**config.mk**
```make
export PLATFORM = sky130hd
export DESIGN_NAME = uart_tx_frame
export DESIGN_NICKNAME = d
export VERILOG_FILES = /design/src/rtl/uart_tx_frame.sv
export SDC_FILE = /design/constraint.sdc
export NUM_CORES = 1
export LEC_CHECK = 0
export ABC_AREA = 1
export BUFFER_PORTS_ARGS = -buffer_cell sky130_fd_sc_hd__buf_2
export CAP_MARGIN = 5
export CELL_PAD_IN_SITES_DETAIL_PLACEMENT = 1
export CELL_PAD_IN_SITES_GLOBAL_PLACEMENT = 2
export CORE_MARGIN = 2
export CORE_UTILIZATION = 30
export CTS_CLUSTER_SIZE = 25
export DETAILED_ROUTE_END_ITERATION = 10
export PLACE_DENSITY_LB_ADDON = 0.1
export SLEW_MARGIN = 40
export SYNTH_ARGS = -nofsm -noshare
export SYNTH_HDL_FRONTEND = slang
export SYNTH_SLANG_ARGS = --single-unit
```
**constraint.sdc**
```tcl
create_clock -name CLK -period 1.55 [get_ports CLK]
set_input_delay 0.31 -clock CLK [delete_from_list [all_inputs] [get_ports CLK]]
set_output_delay 0.31 -clock CLK [all_outputs]
set_load 0.005 [all_outputs]
```
**src/rtl/uart_tx_frame.sv**
```systemverilog
// Serial frame transmitter: start bit, DATA_W data bits LSB first, optional
// even parity bit, one stop bit. Every output comes straight from a flop.
module uart_tx_frame #(
    parameter int DATA_W       = 8,
    parameter int CLKS_PER_BIT = 4,
    parameter int PARITY_EN    = 0
) (
    input  logic              CLK,
    input  logic              RST,
    input  logic [DATA_W-1:0] TX_DATA,
    input  logic              TX_VALID,
    output logic              TX_READY,
    output logic              TXD,
    output logic              BUSY,
    output logic              DONE
);

    localparam int CW = (CLKS_PER_BIT > 1) ? $clog2(CLKS_PER_BIT) : 1;
    localparam int BW = (DATA_W > 1) ? $clog2(DATA_W) : 1;
    localparam logic [CW-1:0] CYC_LAST = CW'(CLKS_PER_BIT - 1);
    localparam logic [CW-1:0] CYC_ONE  = CW'(1);
    localparam logic [BW-1:0] BIT_LAST = BW'(DATA_W - 1);
    localparam logic [BW-1:0] BIT_ONE  = BW'(1);

    typedef enum logic [2:0] {
        ST_IDLE   = 3'd0,
        ST_START  = 3'd1,
        ST_DATA   = 3'd2,
        ST_PARITY = 3'd3,
        ST_STOP   = 3'd4
    } state_t;

    state_t            state_r, state_s;
    logic [CW-1:0]     cyc_r, cyc_s;
    logic [BW-1:0]     bit_r, bit_s;
    logic [DATA_W-1:0] shift_r, shift_s;
    logic              par_r, par_s;
    logic              txd_r, txd_s;
    logic              ready_r, ready_s;
    logic              busy_r, busy_s;
    logic              done_r, done_s;
    logic [DATA_W-1:0] shift_nx_s;
    logic              cyc_last_s;

    // Even parity: the bit that makes the total count of ones even.
    function automatic logic even_parity(input logic [DATA_W-1:0] d);
        return ^d;
    endfunction

    // State and output registers, synchronous active-low reset.
    always_ff @(posedge CLK) begin
        if (!RST) begin
            state_r <= ST_IDLE;
            cyc_r   <= '0;
            bit_r   <= '0;
            shift_r <= '0;
            par_r   <= 1'b0;
            txd_r   <= 1'b1;
            ready_r <= 1'b1;
            busy_r  <= 1'b0;
            done_r  <= 1'b0;
        end else begin
            state_r <= state_s;
            cyc_r   <= cyc_s;
            bit_r   <= bit_s;
            shift_r <= shift_s;
            par_r   <= par_s;
            txd_r   <= txd_s;
            ready_r <= ready_s;
            busy_r  <= busy_s;
            done_r  <= done_s;
        end
    end

    // Next-state logic; TXD is computed one cycle ahead so it only moves on bit boundaries.
    always_comb begin
        state_s    = state_r;
        cyc_s      = cyc_r;
        bit_s      = bit_r;
        shift_s    = shift_r;
        par_s      = par_r;
        txd_s      = txd_r;
        ready_s    = ready_r;
        busy_s     = busy_r;
        done_s     = 1'b0;
        shift_nx_s = shift_r >> 1'b1;
        cyc_last_s = (cyc_r == CYC_LAST);

        case (state_r)
            ST_IDLE: begin
                if (ready_r && TX_VALID) begin
                    state_s = ST_START;
                    shift_s = TX_DATA;
                    par_s   = even_parity(TX_DATA);
                    cyc_s   = '0;
                    bit_s   = '0;
                    txd_s   = 1'b0;
                    ready_s = 1'b0;
                    busy_s  = 1'b1;
                end else begin
                    state_s = ST_IDLE;
                end
            end
            ST_START: begin
                if (cyc_last_s) begin
                    cyc_s   = '0;
                    state_s = ST_DATA;
                    txd_s   = shift_r[0];
                end else begin
                    cyc_s = cyc_r + CYC_ONE;
                end
            end
            ST_DATA: begin
                if (cyc_last_s) begin
                    cyc_s   = '0;
                    shift_s = shift_nx_s;
                    if (bit_r == BIT_LAST) begin
                        bit_s = '0;
                        if (PARITY_EN != 0) begin
                            state_s = ST_PARITY;
                            txd_s   = par_r;
                        end else begin
                            state_s = ST_STOP;
                            txd_s   = 1'b1;
                        end
                    end else begin
                        bit_s = bit_r + BIT_ONE;
                        txd_s = shift_nx_s[0];
                    end
                end else begin
                    cyc_s = cyc_r + CYC_ONE;
                end
            end
            ST_PARITY: begin
                if (cyc_last_s) begin
                    cyc_s   = '0;
                    state_s = ST_STOP;
                    txd_s   = 1'b1;
                end else begin
                    cyc_s = cyc_r + CYC_ONE;
                end
            end
            ST_STOP: begin
                if (cyc_last_s) begin
                    cyc_s   = '0;
                    state_s = ST_IDLE;
                    txd_s   = 1'b1;
                    ready_s = 1'b1;
                    busy_s  = 1'b0;
                    done_s  = 1'b1;
                end else begin
                    cyc_s = cyc_r + CYC_ONE;
                end
            end
            default: begin
                state_s = ST_IDLE;
                cyc_s   = '0;
                bit_s   = '0;
                txd_s   = 1'b1;
                ready_s = 1'b1;
                busy_s  = 1'b0;
            end
        endcase
    end

    assign TXD      = txd_r;
    assign TX_READY = ready_r;
    assign BUSY     = busy_r;
    assign DONE     = done_r;

endmodule

```
==> metrics.yaml, run 1 <==
grt_usage: 0.128
final-max-slew-violation-count: 0
totalPowerFinal_mw: 2.27
max-cap-violations: 0
netlist_instances: 155
cts_buffers: 3
vias_per_cell: 4.41
start_kind: "flop"
power_density_nw_per_um2: 1870
final.min_clock_period_ns: 1.33
syn_area_per_cell_um2: 6.89
synth_top_area_cell: "dfxtp_1"
grt_pass1_vias: 892
drc: 0
path_clk_slew_ns: 0.12
layout.nets: 188
hold_class: "primary input to flop"
synth.yosys.seq_area_share: 0.375
status: "finished clean"
ys_top_cells_by_area: "dfxtp_1 38%, nand2_1 17%, nor2_1 8.8%, inv_1 5.3%, a21oi_1 3.8%"
ys_types: 20
synth.most_common_cell: "nand2_1"
syn-num-nets: 169
hold_buffers: 0
peakVddDrop_uv: 536
port_buffers: 14
area_delta_synth_final_pct: 14.1
wire_per_inst_um: 10.6
worst_ep_arrival_time_ns: 1.55
required_ns: 1.77
dp_hpwl_um: 1780
period_share: 0.857
setup_tns_ns: 0
num_rows: 21
dieHeight_um: 63.6
drtIter0Drc: 43
cts_tree: "built"
endpoint_kind: "flop"
drt_pass1_iterations: 2
clkSinkCount: 20
cts_resized: 0
syn_area_um2: 1070
max_freq_ghz: 0.752
post_cts_buffers: 0
hold_viol_final: 0
rsz0062_at_grt: "no"
root_buffer: "clkbuf_4"
ys.flop_type: "dfxtp_1"
antenna_left: 0
path_max_fanout: 7
critical_path_class: "flop to flop"
routed_wirelength_um: 2320
synth.ff_latch_count: 20
fin_worst_skew_ns: 0.00263
core_area_um2: 3390
netlist.area_leader.share: 0.375
clk_latency_ns: 0.31
diodes: 0
yosys-top-cells-count: "48 x nand2_1, 25 x nor2_1, 20 x dfxtp_1"
gr-total-overflow: 0
die_x_um: 63.6
synth_edf_count: 0
io_pins: 15
initial_core_util: 0.315
synthArstFlopShare: 0
die-area_um2: 4050
place.gp.congestion: 0.785
leakagePower_nw: 0.604
clockBufferDepth: 2
grt_antenna_before_repair: 0
grt_pass1_wl_um: 4050
synth_warnings: 0
cts_max_level: 1
final-setup-viol-count: 0
grt_max_degree: 16
slew_headroom: 0.782
vias: 966
tightestPinTransition_ns: 0.326
drive_gt1_frac: 0.225
==> cells in the final DEF, fill, tap and decap left out <==
cell type	count
a21oi_1	8
buf_2	14
buf_4	3
clkbuf_4	3
clkbuf_8	1
dfxtp_1	20
ha_1	3
inv_1	15
inv_2	3
nand2_1	48
nand2_2	5
nand3_1	6
nand3_2	2
nand3_4	1
nand4_1	1
nor2_1	25
nor2_2	1
nor2_4	3
nor3_1	1
o21ai_0	4
o21ai_1	3
o21ai_2	3
==> critical path, stage by stage, from the launching register on <==
cell and delay, ns:
dfxtp_1 0.53, nor2_2 0.11, nand2_1 0.13, nand2_1 0.10
nor2_4 0.19, nand2_1 0.08, nand2_1 0.06, nor2_1 0.04
==> registers in the layout, summed over array words and instances, names as in the netlist <==
name and count:
bit_r 3, state_r 3, TXD 1, BUSY 1, DONE 1, cyc_r 2
shift_r 8, TX_READY 1
==> cell families (layout without fill, tap and decap cells) <==
logic type	count (synthesis)	in the layout	synth area share
simple gates	93	93	0.397
buf+inv	21	39	0.0973
flops	20	20	0.375
compound gates	18	18	0.0950
fa+ha+maj	3	3	0.0352
==> cell type report <==
type / count / area [µm²]
Clock buffer: 4 / 36.3
Fill cell: 443 / 2170
Inverter: 18 / 67.6
Multi-Input combinational cell: 114 / 563
Sequential cell: 20 / 400
Tap cell: 46 / 57.6
Timing Repair Buffer: 17 / 92.6
==> per-layer routing <==
metal,wire (µm),global-route usage
met5,0,0
met4,12,0.0245
met3,93,0.0482
met2,1110,0.222
met1,1100,0.149
==> report_power, final <==
group          leakage [nW]  total (mW)  internal (mW)  switching, mW
Clock                0.0210       0.320          0.143          0.176
Sequential            0.165       0.801          0.683          0.118
Combinational         0.418        1.15          0.407          0.745
==> through the flow <==
step                setup slack (ns)  std cells  cell area (µm²)  hold WS [ns]   util
finish                         0.221        219             1220         0.221  0.359
global route                  0.0451        219             1220         0.196  0.359
CTS                            0.193        219             1220         0.208  0.359
detailed placement             0.213        215             1180         0.457  0.348
global placement               0.242        215             1180         0.447  0.348
floorplan                      0.328        155             1070         0.436      -
==> final timing paths <==
path,start,to,slack [ns],cells after the start
worst max-delay path,state_r[0],bit_r[1],0.22,7
worst max register to register,state_r[0],bit_r[1],0.22,7
worst min-delay path,RST,TXD,0.22,2
worst min register to register,cyc_r[1],cyc_r[1],0.47,2
Note: power is estimated with default switching activity, not from simulation.
==> run 2: changes to the inputs <==
Settings changed: CTS_CLUSTER_DIAMETER from default to 200, PLACE_DENSITY from default to 0.8, PLACE_DENSITY_LB_ADDON 0.1 to default.
==> metrics.yaml, run 2 (synthesis gave the netlist of run 1 again) <==
drt_pass1_iterations: 4  # +2
routed_wirelength_um: 2400  # +3.5%
setup_ws_ns: 0.181  # -0.0406 ns
final-setup-viol-count: 0  # unchanged
final.min_clock_period_ns: 1.37  # +0.0406 ns
layout.nets: 186  # -1.1%
most-common-layout-cells: "48 x nand2_1, 25 x nor2_1, 20 x dfxtp_1"
vias_per_cell: 4.49  # +1.8%
top_regs: "shift_r: 8 flops, bit_r: 3 flops, state_r: 3 flops"
max_freq_ghz: 0.730  # -3.0%
drc: 0  # unchanged
met1_usage: 0.172  # +0.0225
num_rows: 21  # unchanged
critical_path_class: "flop to flop"
diodes: 0  # unchanged
power_density_nw_per_um2: 1900  # +1.8%
grt.met3_usage: 0.0214  # -0.0268
cts_tree: "built"
dp_hpwl_um: 1940  # +8.7%
hold_buffers: 0  # unchanged
post-place-ws_ns: 0.123  # -0.0902 ns
clk_latency_ns: 0.30  # about the same
slew_headroom: 0.771  # -0.0117
top_register: "shift_r"
place.gp.congestion: 0.871  # +11%
tightestPinTransition_ns: 0.344  # +0.0176 ns
max-cap-violations: 0  # unchanged
die-area_um2: 4050  # unchanged
path_max_fanout: 6  # -1
setup_tns_ns: 0  # unchanged
cts_buffers: 3  # unchanged
final-max-slew-violation-count: 0  # unchanged
critPathLaunch: "cyc_r[0]"
cts_max_level: 1  # unchanged
rsz0062_at_grt: "no"
globalRouteMet2Util: 0.230  # +0.00789
drtIter0Drc: 20  # -53%
min_from: "RST"
die_x_um: 63.6  # unchanged
clockBufferDepth: 2  # unchanged
io_pins: 15  # unchanged
grt_pass1_wl_um: 4350  # +7.3%
clkSinkCount: 20  # unchanged
grt_pass1_vias: 1013  # +14%
period_share: 0.884  # +0.0262
area_delta_synth_final_pct: 13.4
layout_commonest_cell: "nand2_1"
path_clk_slew_ns: 0.12  # about the same
start_kind: "flop"
largest_reg_flops: 8  # unchanged
core_area_um2: 3390  # unchanged
grt_antenna_before_repair: 0  # unchanged
leakagePower_nw: 0.596  # -1.4%
grt_usage: 0.135  # +0.00764
required_ns: 1.80  # +0.03 ns
hold_viol_final: 0  # unchanged
dieHeight_um: 63.6  # unchanged
gr-total-overflow: 0  # unchanged
grt_max_degree: 16  # unchanged
timing.rr.start: "cyc_r[0]"
hold_class: "primary input to flop"
vias: 974  # +0.83%
initial_core_util: 0.315  # unchanged
fin_cells: 217  # -0.91%
worst_ep_arrival_time_ns: 1.61  # +0.06 ns
peakVddDrop_uv: 599  # +12%
busiest_layer: "met2"
dp_cells: 213  # -0.93%
antenna_left: 0  # unchanged
endpoint_kind: "flop"
status: "finished clean"
drive_gt1_frac: 0.216  # -0.00906
port_buffers: 14  # unchanged
root_buffer: "clkbuf_4"
wire_per_inst_um: 11.0  # +4.4%
fin_worst_skew_ns: 0.00248  # -0.000150 ns
run 2: area by class of cell:
type	count	area [µm²]
flip-flops and latches	20	400
well taps	46	57.6
multi-input cells	114	571
inverters	18	67.6
clock buffers	4	36.3
repair buffers	15	77.6
fillers	448	2180
run 2: layer usage:
layer / up-vias / routed length [µm]
met5: - / 0
met4: 0 / 19
met3: 2 / 59
met2: 9 / 1150
met1: 451 / 1170
li1: 512 / -
run 2: final timing paths:
path              end  slack, ns  cells after the start
min reg2reg      BUSY       0.47                      2
max reg2reg  bit_r[1]       0.18                      8
min          TX_READY       0.22                      2
max          bit_r[1]       0.18                      8
run 2: metrics by stage:
step           power, mW  cell area, µm²  hold WS (ns)  utilization
3_5_place_dp        1.99            1170         0.456        0.344
6_report            2.30            1210         0.222        0.357
5_1_grt             2.57            1210         0.220        0.357
2_1_floorplan       1.77            1070         0.436            -
3_3_place_gp        1.94            1170         0.447        0.344
4_1_cts             2.31            1200         0.213        0.355
run 2: what timing repair did:
item	in CTS	in global routing
setup buffers	0	0
endpoints found under the setup margin	0	4
gates resized for setup	0	1
run 2: power by group:
group	total, mW	internal, mW	leakage (nW)	switching (mW)
Clock	0.318	0.143	0.0210	0.175
Combinational	1.18	0.407	0.410	0.771
Sequential	0.802	0.683	0.165	0.119
Total	2.30	1.23	0.596	1.07
run 2: critical path, stage by stage, from the launching register on:
cell and delay (ns):
dfxtp_1 0.34, ha_1 0.19, inv_1 0.19, nand3_2 0.16
nand2_1 0.16, nor2_4 0.06, nand2_1 0.06, nand2_1 0.05
nor2_1 0.10
==> run 3: changes to the inputs <==
Settings changed: BUFFER_PORTS_ARGS -buffer_cell sky130_fd_sc_hd__buf_2 to -buffer_cell sky130_fd_sc_hd__buf_4.
==> metrics.yaml, run 3 (synthesis gave the netlist of run 1 again) <==
drive_gt1_frac: 0.207  # -0.00927
core_area_um2: 3390  # unchanged
grt_max_degree: 16  # unchanged
initial_core_util: 0.315  # unchanged
endpoint_kind: "flop"
routed_wirelength_um: 2540  # +6.2%
num_rows: 21  # unchanged
cp_common_cell: "nor2_1"
clk_latency_ns: 0.29  # about the same
gr-total-overflow: 0  # unchanged
wire_per_inst_um: 11.8  # +7.2%
grt_pass1_vias: 1010  # -0.30%
post_cts_buffers: 0  # unchanged
drtIter0Drc: 39  # +95%
totalPowerFinal_mw: 2.27  # -1.3%
fin_worst_skew_ns: 0.00452  # +0.00204 ns
clkSinkCount: 20  # unchanged
dp_hpwl_um: 1990  # +2.6%
clockBufferDepth: 2  # unchanged
crit_buf_inv: 1  # unchanged
port_buffers: 14  # unchanged
path_delay_family: "simple AND/OR/NAND/NOR gates"
drc: 0  # unchanged
dp_cells: 212  # -0.47%
io_pins: 15  # unchanged
final-setup-viol-count: 0  # unchanged
fillCellCount: 441  # -1.6%
final.min_clock_period_ns: 1.37  # +0.00510 ns
path_max_fanout: 13  # +7
cts_tree: "built"
start_kind: "flop"
dieHeight_um: 63.6  # unchanged
grt_pass1_wl_um: 4340  # -0.16%
top_regs: "shift_r: 8 flops, bit_r: 3 flops, state_r: 3 flops"
status: "finished clean"
fin_cells: 215  # -0.92%
required_ns: 1.75  # -0.05 ns
diodes: 0  # unchanged
most-common-layout-cells: "48 x nand2_1, 25 x nor2_1, 20 x dfxtp_1"
power_density_nw_per_um2: 1850  # -2.4%
antenna_left: 0  # unchanged
vias_per_cell: 4.54  # +1.2%
peakVddDrop_uv: 540  # -9.9%
drt_pass1_iterations: 3  # -1
area_delta_synth_final_pct: 14.7
slew_headroom: 0.765  # -0.00509
path_clk_slew_ns: 0.11  # about the same
slowest_delay_ns: 0.52  # +0.18 ns
final-max-slew-violation-count: 0  # unchanged
hold_viol_final: 0  # unchanged
die-area_um2: 4050  # unchanged
die_x_um: 63.6  # unchanged
layout_commonest_cell: "nand2_1"
multi_input_comb_area_um2: 571  # unchanged
hold_class: "primary input to flop"
rsz0062_at_grt: "no"
layout.area.seq_um2: 400  # unchanged
place.gp.congestion: 0.810  # -7.0%
largest_reg_flops: 8  # unchanged
crit_slowest_cell: "dfxtp_1"
top_register: "shift_r"
worst_ep_arrival_time_ns: 1.57  # -0.04 ns
setup_tns_ns: 0  # unchanged
cts_buffers: 3  # unchanged
max-cap-violations: 0  # unchanged
cts_max_level: 1  # unchanged
critical_path_class: "flop to flop"
cp_cell_sequence: "nand2_2 -> nor2_4 -> inv_2 -> nand2_1 -> o21ai_2 -> nor2_1 -> nor2_1"
tightestPinTransition_ns: 0.351  # +0.00762 ns
grt_usage: 0.135  # -0.000152
vias: 977  # +0.31%
leakagePower_nw: 0.595  # about the same
max_freq_ghz: 0.727  # -0.37%
grt_antenna_before_repair: 0  # unchanged
layout.nets: 185  # -0.54%
root_buffer: "clkbuf_4"
period_share: 0.887  # +0.00329
-- run 3: timing repair --
item | CTS | global route
setup endpoints to repair | 0 | 1
hold buffers | 0 | 0
gates resized for setup | 0 | 1
-- run 3: routing by layer --
| layer | wire length [µm] | GRT usage |
|---|---|---|
| met2 | 1230 | 0.239 |
| met3 | 80 | 0.0286 |
| met5 | 0 | 0 |
| met4 | 19 | 0.0326 |
| met1 | 1210 | 0.166 |
-- run 3: path summary, 6_finish.rpt --
kind,slack [ns],depth (start not counted),end,startpoint
max,0.18,7,shift_r[2],state_r[1]
min,0.29,2,TX_READY,RST
max reg2reg,0.18,7,shift_r[2],state_r[1]
min reg2reg,0.48,2,cyc_r[1],cyc_r[1]
-- run 3: worst reg2reg max path, delay by kind of cell, from the launching register on --
family / cells / cell delay [ns]
AND/OR/NAND/NOR: 5 / 0.55
buffers and inverters: 1 / 0.15
AO/OA/AOI/OAI: 1 / 0.05
flip-flops: 1 / 0.52
-- run 3: area by class of cell --
type	instances	area share
timing repair buffer	14	0.0859
multi-input combinational	114	0.466
clock buffer	3	0.0184
sequential	20	0.327
inverter	18	0.0552
tap	46	0.0470
-- run 3: power breakdown --
| group | internal, mW | switching, mW | total [mW] |
|---|---|---|---|
| Combinational | 0.426 | 0.783 | 1.21 |
| Clock | 0.0903 | 0.157 | 0.247 |
| Sequential | 0.683 | 0.130 | 0.813 |
-- run 3: per-stage QoR --
step	utilization	hold slack, ns	cell area (µm²)	worst slack (ns)
after floorplan	-	0.436	1070	0.328
after global placement	0.352	0.448	1190	0.197
after detailed placement	0.352	0.465	1190	0.148
after CTS	0.359	0.290	1220	0.131
after global routing	0.361	0.287	1220	0.0358
final	0.361	0.292	1220	0.175
